==> src/rtl/mod_round_router_if.sv <==
// Handshake bundle for mod_round_router: one input stream of round states and
// N_OUT output channels, each with its own valid/ready pair.
interface mod_round_router_if #(
  parameter int N_BYTES = 16,
  parameter int N_OUT   = 2,
  parameter int ADDR_W  = 4
);
  logic                          in_valid;
  logic                          in_ready;
  logic [ADDR_W-1:0]             in_addr;
  logic [8*N_BYTES-1:0]          in_data;
  logic [N_OUT-1:0]              out_valid;
  logic [N_OUT-1:0]              out_ready;
  logic [N_OUT*8*N_BYTES-1:0]    out_data;
  logic [N_OUT*ADDR_W-1:0]       out_addr;

  modport master (
    output in_valid, in_addr, in_data, out_ready,
    input  in_ready, out_valid, out_data, out_addr
  );

  modport slave (
    input  in_valid, in_addr, in_data, out_ready,
    output in_ready, out_valid, out_data, out_addr
  );
endinterface

==> src/rtl/mod_round_router.sv <==
// Routes cipher round states to one of N_OUT single-slot output channels by round index.
// Optional macro ROUND_ROUTER_STATS_EN adds per-channel accept counters and a sticky clamp flag.
module mod_round_router #(
  parameter int N_BYTES  = 16,
  parameter int N_OUT    = 2,
  parameter int ADDR_W   = 4,
  parameter int N_ROUNDS = 14
) (
  input  logic              clk,
  input  logic              rst,
  mod_round_router_if.slave bus,
  output logic              busy
`ifdef ROUND_ROUTER_STATS_EN
  ,
  output logic [N_OUT*16-1:0] cnt,
  output logic                err_addr
`endif
);

  localparam int DATA_W = 8 * N_BYTES;
  localparam int DEST_W = (N_OUT > 1) ? $clog2(N_OUT) : 1;

  logic [N_OUT-1:0]             slot_valid;
  logic [N_OUT-1:0][DATA_W-1:0] slot_data;
  logic [N_OUT-1:0][ADDR_W-1:0] slot_addr;

  logic [31:0]       addr_ext;
  logic [31:0]       offset;
  logic [DEST_W-1:0] dest;
  logic              accept;

  assign addr_ext = 32'(bus.in_addr);

  // Rounds below N_ROUNDS go to channel 0; later rounds step up one channel each, clamped at the last.
  always_comb begin
    dest   = '0;
    offset = '0;
    if (addr_ext >= 32'(N_ROUNDS)) begin
      offset = addr_ext - 32'(N_ROUNDS) + 32'd1;
      if (offset > 32'(N_OUT - 1)) begin
        dest = DEST_W'(N_OUT - 1);
      end else begin
        dest = DEST_W'(offset);
      end
    end
  end

  assign bus.in_ready = !slot_valid[dest] || bus.out_ready[dest];
  assign accept       = bus.in_valid && bus.in_ready;

  // A load wins over a drain on the same edge, so a full slot can be refilled back-to-back.
  always_ff @(posedge clk or negedge rst) begin
    if (!rst) begin
      slot_valid <= '0;
      slot_data  <= '0;
      slot_addr  <= '0;
    end else begin
      for (int c = 0; c < N_OUT; c++) begin
        if (accept && (dest == DEST_W'(c))) begin
          slot_valid[c] <= 1'b1;
          slot_data[c]  <= bus.in_data;
          slot_addr[c]  <= bus.in_addr;
        end else if (slot_valid[c] && bus.out_ready[c]) begin
          slot_valid[c] <= 1'b0;
        end
      end
    end
  end

  assign bus.out_valid = slot_valid;
  assign bus.out_data  = slot_data;
  assign bus.out_addr  = slot_addr;
  assign busy          = |slot_valid;

`ifdef ROUND_ROUTER_STATS_EN
  logic [N_OUT-1:0][15:0] cnt_r;
  logic                   err_r;

  // Counters wrap naturally at 16 bits; the clamp flag stays set until reset.
  always_ff @(posedge clk or negedge rst) begin
    if (!rst) begin
      cnt_r <= '0;
      err_r <= 1'b0;
    end else if (accept) begin
      for (int c = 0; c < N_OUT; c++) begin
        if (dest == DEST_W'(c)) begin
          cnt_r[c] <= cnt_r[c] + 16'd1;
        end
      end
      if (addr_ext > 32'(N_ROUNDS + N_OUT - 2)) begin
        err_r <= 1'b1;
      end
    end
  end

  assign cnt      = cnt_r;
  assign err_addr = err_r;
`endif

endmodule

==> src/flat_wrapper.sv <==
// flat-port wrapper written by rule: the top's interface ports become plain ports
module mod_round_router_flat 
#(
  parameter int N_BYTES  = 16,
  parameter int N_OUT    = 2,
  parameter int ADDR_W   = 4,
  parameter int N_ROUNDS = 14
)
  (clk, rst, busy, bus_in_valid, bus_in_addr, bus_in_data, bus_out_ready, bus_in_ready, bus_out_valid, bus_out_data, bus_out_addr);
  mod_round_router_if #(.N_BYTES(N_BYTES), .N_OUT(N_OUT), .ADDR_W(ADDR_W)) bus_i ();
  input  logic clk;
  input  logic rst;
  output logic busy;
  input wire logic [$bits(bus_i.in_valid)-1:0] bus_in_valid;
  input wire logic [$bits(bus_i.in_addr)-1:0] bus_in_addr;
  input wire logic [$bits(bus_i.in_data)-1:0] bus_in_data;
  input wire logic [$bits(bus_i.out_ready)-1:0] bus_out_ready;
  output wire logic [$bits(bus_i.in_ready)-1:0] bus_in_ready;
  output wire logic [$bits(bus_i.out_valid)-1:0] bus_out_valid;
  output wire logic [$bits(bus_i.out_data)-1:0] bus_out_data;
  output wire logic [$bits(bus_i.out_addr)-1:0] bus_out_addr;
  assign bus_i.in_valid = bus_in_valid;
  assign bus_i.in_addr = bus_in_addr;
  assign bus_i.in_data = bus_in_data;
  assign bus_i.out_ready = bus_out_ready;
  assign bus_in_ready = bus_i.in_ready;
  assign bus_out_valid = bus_i.out_valid;
  assign bus_out_data = bus_i.out_data;
  assign bus_out_addr = bus_i.out_addr;
  mod_round_router #(.N_BYTES(N_BYTES), .N_OUT(N_OUT), .ADDR_W(ADDR_W), .N_ROUNDS(N_ROUNDS)) u_core (.clk(clk), .rst(rst), .bus(bus_i), .busy(busy));
endmodule
==> config.mk <==
export PLATFORM = sky130hd
export DESIGN_NAME = mod_round_router_flat
export DESIGN_NICKNAME = d
export VERILOG_FILES = /design/src/rtl/mod_round_router_if.sv /design/src/rtl/mod_round_router.sv /design/src/flat_wrapper.sv
export SDC_FILE = /design/constraint.sdc
export NUM_CORES = 1
export LEC_CHECK = 0
export ABC_CLOCK_PERIOD_IN_PS = 2600
export CAP_MARGIN = 40
export CORE_MARGIN = 2
export CORE_UTILIZATION = 39
export CTS_CLUSTER_DIAMETER = 50
export DETAILED_ROUTE_END_ITERATION = 10
export PLACE_DENSITY = 0.76
export SYNTH_ARGS = -nofsm -noshare
export SYNTH_HDL_FRONTEND = slang
export SYNTH_SLANG_ARGS = --single-unit
export TNS_END_PERCENT = 100
==> constraint.sdc <==
create_clock -name clk -period 2.6 [get_ports clk]
set_input_delay 0.39 -clock clk [delete_from_list [all_inputs] [get_ports clk]]
set_output_delay 0.39 -clock clk [all_outputs]
set_load 0.02 [all_outputs]
==> results of run 1 <==
[cell type report]
type / count / area (sq um)
Fill cell: 1841 / 8670
Sequential cell: 266 / 6660
Timing Repair Buffer: 483 / 5130
Multi-Input combinational cell: 436 / 3800
Clock buffer: 49 / 1050
Tap cell: 335 / 419
Clock inverter: 11 / 168
Inverter: 2 / 15.0
[worst register-to-register path, stage by stage, from the launching register on]
cell and delay [ns]:
dfrtp_1 0.40, nand2b_1 0.18, o311ai_4 0.19, buf_4 0.18
or2_4 0.32, mux2_4 0.31
[routing by layer]
layer | vias to the layer above | part of all wire | track usage
met1 | 4319 | 0.40 | 0.306
met3 | 97 | 0.071 | 0.0608
met5 | - | 0 | 0
met4 | 0 | 0.044 | 0.101
li1 | 3830 | - | -
met2 | 384 | 0.48 | 0.384
[worst min path at each step]
stage / to / slack [ns] / depth (start not counted)
floorplan: u_core.bus.out_addr[0] / 0.09 / 0
global placement: u_core.bus.out_addr[4] / 0.46 / 1
detailed placement: u_core.bus.out_addr[4] / 0.46 / 1
CTS: u_core.bus.out_addr[6] / 0.24 / 3
global route: u_core.bus.out_addr[6] / 0.28 / 3
finish: u_core.bus.out_addr[6] / 0.27 / 3
[stage by stage]
stage	power, uW	cells	area, sq um	worst slack (ns)
2_1_floorplan	7790	775	10800	-0.233
3_3_place_gp	10300	1491	15400	-1.11
3_5_place_dp	10300	1491	15400	-1.16
4_1_cts	15400	1565	16800	-0.0745
5_1_grt	16000	1582	17200	-0.174
6_report	15500	1582	17200	-0.138
[state kept, by name (all words and copies together), names as in the netlist]
signal / flops
u_core.bus.out_addr: 8
u_core.bus.out_data: 256
u_core.bus.out_valid: 2
[layout by cell type (no fill, tap or decap), types with 3 or more instances in the layout]
master and count:
dfrtp_1 266, ha_4 4, o2bb2ai_2 72, buf_6 7, or2_4 4, buf_12 20
inv_6 3, mux2_2 4, buf_4 40, o2bb2ai_1 185, buf_8 5, clkbuf_1 4
clkbuf_16 46, mux2_4 5, nand4_1 4, clkbuf_8 8, nand2_1 130, bufinv_16 3
clkdlybuf4s50_1 397
[where the power goes]
part | switching, uW | internal (uW)
clock | 1830 | 3140
sequential | 569 | 5000
combinational | 2400 | 2530
total | 4790 | 10700
[cell families (layout without fill, tap and decap cells)]
logic type      after synthesis  after routing  share of synthesized area
mux                           9              9                    0.00988
flops                       266            266                      0.649
buf+inv                      76            545                     0.0427
compound gates              262            262                      0.225
simple gates                154            157                     0.0641
fa+ha+maj                     8              8                    0.00976
[what timing repair did]
item,4_1_cts,5_1_grt
pin swaps,8,17
resized for setup,30,49
gates cloned,1,16
buffers inserted,12,2
hold endpoints to repair,78,0
endpoints found under the setup margin,265,129
hold buffers,1,0
==> impl_metrics.csv, run 1 <==
group,metric,value,unit
synthesis,ys_ff_latch,266,
job,max-cap-violations,0,
global_routing,grt_pass1_vias,9056,
synthesis,yosysMostFrequentCell,"dfrtp_1",
outcome,violations,"negative setup slack",
clocking,cts.sinks,266,
power,pwr_density_cell,897,nW/um^2
global_routing,grt_first_pass_wirelength,52.6,mm
setup_path,regToRegSetupSlack,0.90,ns
setup_path,end_kind,"flip-flop",
place,gp_congestion,0.833,
synthesis,yosys-top-cells-count,"dfrtp_1, o2bb2ai_1, nand2_1, clkbuf_1, buf_6",
power,leakagePower,0.00713,uW
floorplan,dieArea,27600,sq um
floorplan,num_rows,59,
clocking,numCtsBuffers,35,
setup_path,arrival,3.12,ns
sta,tightest_slew,0.714,ns
synthesis,synthCells,775,
sta,hold_violations,0,
sta,fin_crit_sh,1.05,
setup_path,path_common_cell,"ha_4",
synthesis,synthDistinctLibCells,32,
worst_hold_path,hold_class,"in -> reg",
global_routing,grt_max_degree,87,
layout,final_util,0.665,
global_routing,antenna_found_initial,0,
synthesis,synth_area,10300,sq um
setup_path,r2r-start,"u_core.bus.out_valid[0]",
synthesis,netlist.area_leader.share,0.649,
routing,vias_per_cell,5.46,
setup_path,slowest_stage,"or3b_4",
power,peakVddDrop,0.590,mV
setup_path,worstPathRequired,2.98,ns
synthesis,ys_seq_area_frac,0.649,
setup_path,r2r.worst_path.cells,5,
sta,finalClockSkew,0.0156,ns
routing,drtIter0Drc,546,
setup_path,startpoint,"bus_in_addr[1]",
floorplan,start_util,0.396,
synthesis,synth.area.top_cells,"dfrtp_1, o2bb2ai_1, nand2_1",
layout,fin_nets,1369,
setup_path,path_depth,12,
routing,drc,0,
synthesis,async_flop_share,1.00,
setup_path,cp-start-kind,"input port",
clocking,cts_buffer_depth,3,
setup_path,worstPathCellList,"buf_12 > ha_4 > ha_4 > buf_4 > nand2_2 > ha_4 > or3b_4 > o32ai_4 > o311ai_4 > buf_4 > or2_4 > mux2_4",
global_routing,grt.total_usage,0.238,
worst_hold_path,min-delay-start,"bus_in_addr[2]",
sta,worst_slack,-0.138,ns
sta,min_period,2.74,ns
sta,max_clock_freq,365,MHz
clocking,cts_root_buffer,"clkbuf_16",
setup_path,crit_buf_inv,3,
sta,drv_slew,0,
setup_path,critPathMaxStageDelay,0.38,ns
setup_path,timing.rr.end,"u_core.bus.out_addr[1]",
layout,drive_gt1_frac,0.197,
clocking,clk_latency,0.50,ns
outcome,status,"finished with violations",
floorplan,core-area,25900,sq um
sta,setup_violations,105,
sta,tns,-6.72,ns
routing,ant_nets,0,
sta,rsz0062_at_grt,"true",
floorplan,fp.dieH,166,microns
global_routing,grt_remaining_overflow,0,
synthesis,synth-edff-count,0,
synthesis,yosys.area.top_type,"dfrtp_1",
synthesis,synth_ff_type,"dfrtp_1",
layout,antennaDiodeCount,0,
synthesis,syn_area_per_cell,13.2,sq um
setup_path,endpoint,"u_core.bus.out_addr[1]",
routing,firstDrtPassIters,4,
sta,whs,0.273,ns
routing,vias,8630,
setup_path,worstSetupPathType,"in -> reg",
floorplan,ios,405,
clocking,tritoncts,"done",
setup_path,worstPathMaxFanout,7,
routing,wire_per_inst,22.5,microns
place,hpwl,22.2,mm
sta,relSlewSlack,0.524,
clocking,htree_levels,2,
routing,routed_wl,35.5,mm
layout,area_growth,68.0,%
synthesis,synth_nets,920,
floorplan,die_w,166,microns
place,portBuffers,404,
synthesis,yosysWarnings,0,
clocking,clkTransAtPathRegs,0.06,ns
setup_path,cpLargestDelayFamily,"simple AND/OR/NAND/NOR gates",
Power figures use the tool's default switching activity.
==> run 2, diff against run 1 <==
ABC_AREA = 1   (was unset)
CORE_UTILIZATION = 41   (was 39)
PLACE_DENSITY = 0.77   (was 0.76)
SKIP_CTS_REPAIR_TIMING = 1   (was unset)
==> run 2 against run 1 <==
  * The flow now finishes without violations
  * Sequential share of layout area increased by 1.1 points
  * Clock power decreased by 15%
  * Highest routed layer unchanged
  * Via count increased by 27%
  * Synthesized cell count increased by 60%
  * Largest cell class unchanged
  * Non-clock buffer count down 30
  * Die area increased by 3.8%
  * Fmax increased by 6.6%
  * Total power shrank 8.4%
==> impl_metrics.csv, run 2 <==
group,metric,value,unit
setup_path,crit_buf_inv,2,
clocking,cts_root_buffer,"clkbuf_16",
outcome,status,"completed",
global_routing,grt_pass1_vias,10800,
layout,fin_nets,1752,
synthesis,ys_ff_latch,266,
routing,firstDrtPassIters,5,
sta,setup_violations,0,
global_routing,grt_remaining_overflow,0,
sta,relSlewSlack,0.395,
synthesis,synth_area,11200,sq um
setup_path,endpoint,"bus_in_ready",
floorplan,die_w,169,microns
setup_path,cpLargestDelayFamily,"adder cells",
setup_path,r2r-start,"u_core.bus.out_valid[0]",
setup_path,worstPathRequired,2.21,ns
routing,vias_per_cell,5.55,
layout,fin_area,16800,sq um
clocking,cts.sinks,266,
sta,tns,0,ns
layout,mostFrequentLayoutCell,"nand2_1",
power,peakVddDrop,0.506,mV
floorplan,num_rows,60,
layout,fillerInstances,2210,
layout,final_cells,1972,
global_routing,grt_max_degree,79,
sta,rsz0062_at_grt,"true",
power,combPwrFrac,0.317,
floorplan,core-area,26900,sq um
global_routing,antenna_found_initial,2,
floorplan,ios,405,
place,hpwl,24.7,mm
sta,fin_crit_sh,0.988,
setup_path,critPathMaxStageDelay,0.31,ns
clocking,clk_latency,0.55,ns
setup_path,startpoint,"bus_in_addr[1]",
worst_hold_path,hold_class,"in -> reg",
place,dp.cells,1914,
synthesis,netlist.area_leader.share,0.594,
setup_path,arrival,2.18,ns
synthesis,syn_area_per_cell,9.04,sq um
synthesis,async_flop_share,1.00,
setup_path,cp-start-kind,"input port",
routing,wire_per_inst,19.3,microns
place,portBuffers,404,
layout,drive_gt1_frac,0.0718,
floorplan,fp.dieH,169,microns
global_routing,grt_first_pass_wirelength,59.2,mm
power,clock_power_share,0.299,
synthesis,synthDistinctLibCells,18,
synthesis,ys_seq_area_frac,0.594,
power,p_switching,4630,uW
job,max-cap-violations,0,
clocking,tritoncts,"done",
setup_path,end_kind,"primary output",
routing,drc,0,
synthesis,synth_nets,1385,
synthesis,synthCells,1240,
synthesis,synth-edff-count,0,
setup_path,path_depth,12,
setup_path,slowest_stage,"ha_4",
routing,routed_wl,38.0,mm
setup_path,regToRegSetupSlack,0.70,ns
synthesis,yosysWarnings,0,
layout,largest_reg_flops,256,
synthesis,yosysMostFrequentCell,"nand2_1",
routing,ant_nets,0,
place,place_area,15700,sq um
power,leakagePower,0.00808,uW
clocking,numCtsBuffers,30,
sta,max_clock_freq,389,MHz
power,power_frac_seq,0.384,
floorplan,start_util,0.417,
sta,hold_violations,0,
setup_path,r2r.worst_path.cells,7,
power,pwr_density_cell,845,nW/um^2
layout,layout_common_cells,"nand2_1, clkdlybuf4s50_1, nand4_1",
synthesis,synth.area.top_cells,"dfrtp_1, nand2_1, nand4_1",
synthesis,synth_ff_type,"dfrtp_1",
clocking,htree_levels,1,
sta,finalClockSkew,0.00653,ns
clocking,cts_buffer_depth,3,
synthesis,yosys.area.top_type,"dfrtp_1",
routing,vias,10900,
layout,final_util,0.624,
synthesis,yosys-top-cells-count,"nand2_1, nand4_1, dfrtp_1, clkbuf_1, buf_2",
layout,area_growth,49.6,%
floorplan,dieArea,28700,sq um
sta,tightest_slew,0.908,ns
routing,drtIter0Drc,953,
setup_path,worstPathMaxFanout,7,
power,netSwitchingFraction,0.327,
sta,min_period,2.57,ns
setup_path,worstSetupPathType,"in -> out",
power,p_int,9530,uW
setup_path,worstPathCellList,"buf_8 > ha_4 > ha_4 > nand4_1 > ha_4 > nand2_1 > nor2_2 > nand3_2 > o21bai_4 > nand2_2 > nand2_2 > buf_6",
global_routing,grt.total_usage,0.258,
sta,drv_slew,0,
setup_path,timing.rr.end,"u_core.bus.out_data[1]",
place,gp_congestion,0.831,
clocking,clkTransAtPathRegs,0.06,ns
power,total_power,14200,uW
setup_path,path_common_cell,"ha_4",
==> run 2: cell count changes after synthesis, sizes merged, moves of 3 or more <==
cell	change
nor2	+5
inv	+12
nand3	+3
clkbuf	+37
mux2	-9
buf	+7
nand4	+266
nand2	+417
o2bb2ai	-257
==> run 2: how the worst min path moves through the flow <==
stage               slack (ns)      startpoint                       end  cells past startpoint
finish                    0.20  bus_in_addr[1]    u_core.bus.out_addr[5]                      4
global route              0.22  bus_in_addr[1]    u_core.bus.out_addr[5]                      4
CTS                      -0.21             rst  u_core.bus.out_data[250]                      1
detailed placement        0.38             rst  u_core.bus.out_data[122]                      1
global placement          0.38             rst  u_core.bus.out_data[123]                      1
floorplan                 0.09             rst    u_core.bus.out_addr[0]                      0
==> run 2: cell families after synthesis <==
kind of cell	Yosys count	synth area share
compound gates	2	0.00112
fa+ha+maj	8	0.00893
buf+inv	132	0.0554
flops	266	0.594
simple gates	832	0.341
==> run 2: cell type report <==
type                            count  area (sq um)  area share
Clock inverter                      8           101     0.00605
Antenna cell                        2          5.00    0.000299
Multi-Input combinational cell    842          4040       0.241
Inverter                           14          52.6     0.00313
Sequential cell                   266          6660       0.397
Clock buffer                       46           892      0.0532
Timing Repair Buffer              453          4590       0.274
Tap cell                          341           427      0.0255
==> run 2: per-stage QoR <==
stage	setup WS [ns]	hold WS, ns
after floorplan	0.00392	0.0944
after global placement	-0.977	0.377
after detailed placement	-1.09	0.376
after CTS	-1.10	-0.212
after global routing	-0.0821	0.221
final	0.0317	0.199
==> run 2: worst register-to-register path, cell delays in order, from the launching register on <==
cell and delay [ns]:
dfrtp_1 0.37, inv_1 0.07, or2_4 0.13, buf_4 0.51
nand3_4 0.24, buf_12 0.25, nand2_1 0.14, nand2_1 0.07
==> run 2: power by group through the flow <==
stage	Sequential (uW)	Clock [uW]	Combinational (uW)
final	5440	4230	4490
after global routing	5530	4470	4810
after CTS	5440	4300	4510
after detailed placement	5480	0	4480
after global placement	5470	0	4420
after floorplan	6470	0	1010
==> run 2: per-layer routing <==
layer	part of all wire	routed length [microns]	GRT usage	vias up
met5	0	0	0	-
met3	0.10	3960	0.0788	112
met2	0.47	17900	0.422	588
met1	0.38	14400	0.317	5298
met4	0.047	1780	0.112	0
li1	-	-	-	4938
==> run 3, diff against run 2 <==
SETUP_SLACK_MARGIN = 0.05   (was unset)
==> run 3 against run 2 <==
  * Clock power grew 7.6%
  * Non-clock buffer count rose by 5
  * First-iteration DRC count up 0.31%
  * Core utilization increased by 0.81 points
  * Highest routed layer unchanged
  * Global-route usage fell by 0.27 points
  * Die area is the same
  * Final area up 1.3%
  * Worst hold slack lost 0.055 ns
  * Clock skew up 0.0082 ns
==> impl_metrics.csv, run 3 (synthesis gave the netlist of run 2 again) <==
group,metric,value,unit
job,max-cap-violations,0,
floorplan,fp.dieH,169,microns
floorplan,die_w,169,microns
global_routing,grt_first_pass_wirelength,59.0,mm
layout,mostFrequentLayoutCell,"nand2_1",
setup_path,arrival,2.18,ns
floorplan,ios,405,
clocking,cts.sinks,266,
place,portBuffers,404,
routing,ant_nets,0,
power,peakVddDrop,0.555,mV
clocking,cts_buffer_depth,3,
sta,relSlewSlack,0.541,
outcome,status,"completed",
sta,hold_violations,0,
layout,drive_gt1_frac,0.0795,
routing,vias,10800,
setup_path,end_kind,"primary output",
routing,wire_per_inst,19.0,microns
clocking,clk_latency,0.55,ns
global_routing,grt_pass1_vias,10700,
power,leakagePower,0.00821,uW
place,gp_congestion,0.809,
layout,layout_common_cells,"nand2_1, clkdlybuf4s50_1, nand4_1",
floorplan,start_util,0.417,
setup_path,worstPathRequired,2.21,ns
sta,tns,0,ns
place,place_area,15800,sq um
clocking,htree_levels,1,
worst_hold_path,hold_class,"in -> reg",
setup_path,cp-start-kind,"input port",
layout,final_util,0.632,
floorplan,num_rows,60,
layout,area_growth,51.5,%
place,place_ws,-0.658,ns
sta,worst_slack,0.0293,ns
sta,min_period,2.57,ns
routing,drc,0,
clocking,clkTransAtPathRegs,0.06,ns
sta,fin_crit_sh,0.989,
global_routing,antenna_found_initial,0,
place,hpwl,24.9,mm
floorplan,dieArea,28700,sq um
clocking,tritoncts,"done",
layout,fin_nets,1758,
layout,antennaDiodeCount,0,
setup_path,worstSetupPathType,"in -> out",
global_routing,grt.total_usage,0.255,
sta,finalClockSkew,0.0147,ns
routing,drtIter0Drc,956,
power,pwr_density_cell,856,nW/um^2
layout,fin_area,17000,sq um
clocking,cts_root_buffer,"clkbuf_16",
floorplan,core-area,26900,sq um
global_routing,grt_max_degree,86,
routing,firstDrtPassIters,7,
sta,drv_slew,0,
sta,max_clock_freq,389,MHz
global_routing,grt_remaining_overflow,0,
sta,rsz0062_at_grt,"true",
sta,setup_violations,0,
routing,vias_per_cell,5.47,
setup_path,worstPathMaxFanout,7,
clocking,numCtsBuffers,31,
layout,largest_reg_flops,256,
routing,routed_wl,37.5,mm
sta,tightest_slew,0.688,ns
==> run 3: changes by cell type in the layout (fill, tap and decap cells not counted), sizes merged, moves of 2 or more <==
cell / delta
diode: -2
clkbuf: -10
buf: +5
bufinv: +3
clkinv: +7
inv: +4
==> run 3: worst max-delay path, stage by stage <==
cell and delay (ns):
buf_8 0.11, ha_4 0.15, ha_4 0.29, nand4_1 0.09, ha_1 0.31, nand2_1 0.06
nor2_2 0.13, nand3_2 0.13, o21bai_4 0.22, nand2_1 0.09, nand2_2 0.08, buf_6 0.13
==> run 3: worst paths after layout <==
| check | from | to | slack (ns) | cells past startpoint |
|---|---|---|---|---|
| setup / recovery | bus_in_addr[1] | bus_in_ready | 0.03 | 12 |
| hold / removal | bus_in_addr[1] | u_core.bus.out_addr[1] | 0.14 | 3 |
| setup reg to reg | u_core.bus.out_valid[0] | u_core.bus.out_data[90] | 1.15 | 5 |
| hold reg to reg | u_core.bus.out_data[58] | u_core.bus.out_data[58] | 0.47 | 2 |
| max in group asynchronous | rst | u_core.bus.out_data[7] | 1.34 | 3 |
| min in group asynchronous | rst | u_core.bus.out_data[111] | 0.40 | 2 |
==> run 3: layout make-up <==
class                   count  area (sq um)
fillers                  2160          9890
clock inverters            21           269
multi-input cells         842          4020
inverters                  14          52.6
flip-flops and latches    266          6660
clock buffers              35           811
well taps                 341           427
repair buffers            458          4740
==> run 3: stage by stage <==
step	hold slack, ns	power [uW]	cells
2_1_floorplan	0.0944	7480	1240
3_3_place_gp	0.365	9930	1918
3_5_place_dp	0.369	10000	1918
4_1_cts	-0.219	14600	1974
5_1_grt	0.146	15200	1977
6_report	0.144	14500	1977
==> run 3: where the power goes <==
part / total (uW) / internal (uW) / switching [uW] / leakage (uW)
logic: 4540 / 2070 / 2470 / 0.00437
registers: 5450 / 4960 / 487 / 0.00331
clock network: 4550 / 2760 / 1790 / 0.000531
==> run 3: layer usage <==
metal / wire [microns] / vias to the layer above / share of wire / global-route usage
met1: 15000 / 5220 / 0.40 / 0.327
met3: 3460 / 112 / 0.092 / 0.0688
met2: 17300 / 536 / 0.46 / 0.407
met5: 0 / - / 0 / 0
met4: 1780 / 0 / 0.047 / 0.116
li1: - / 4954 / - / -
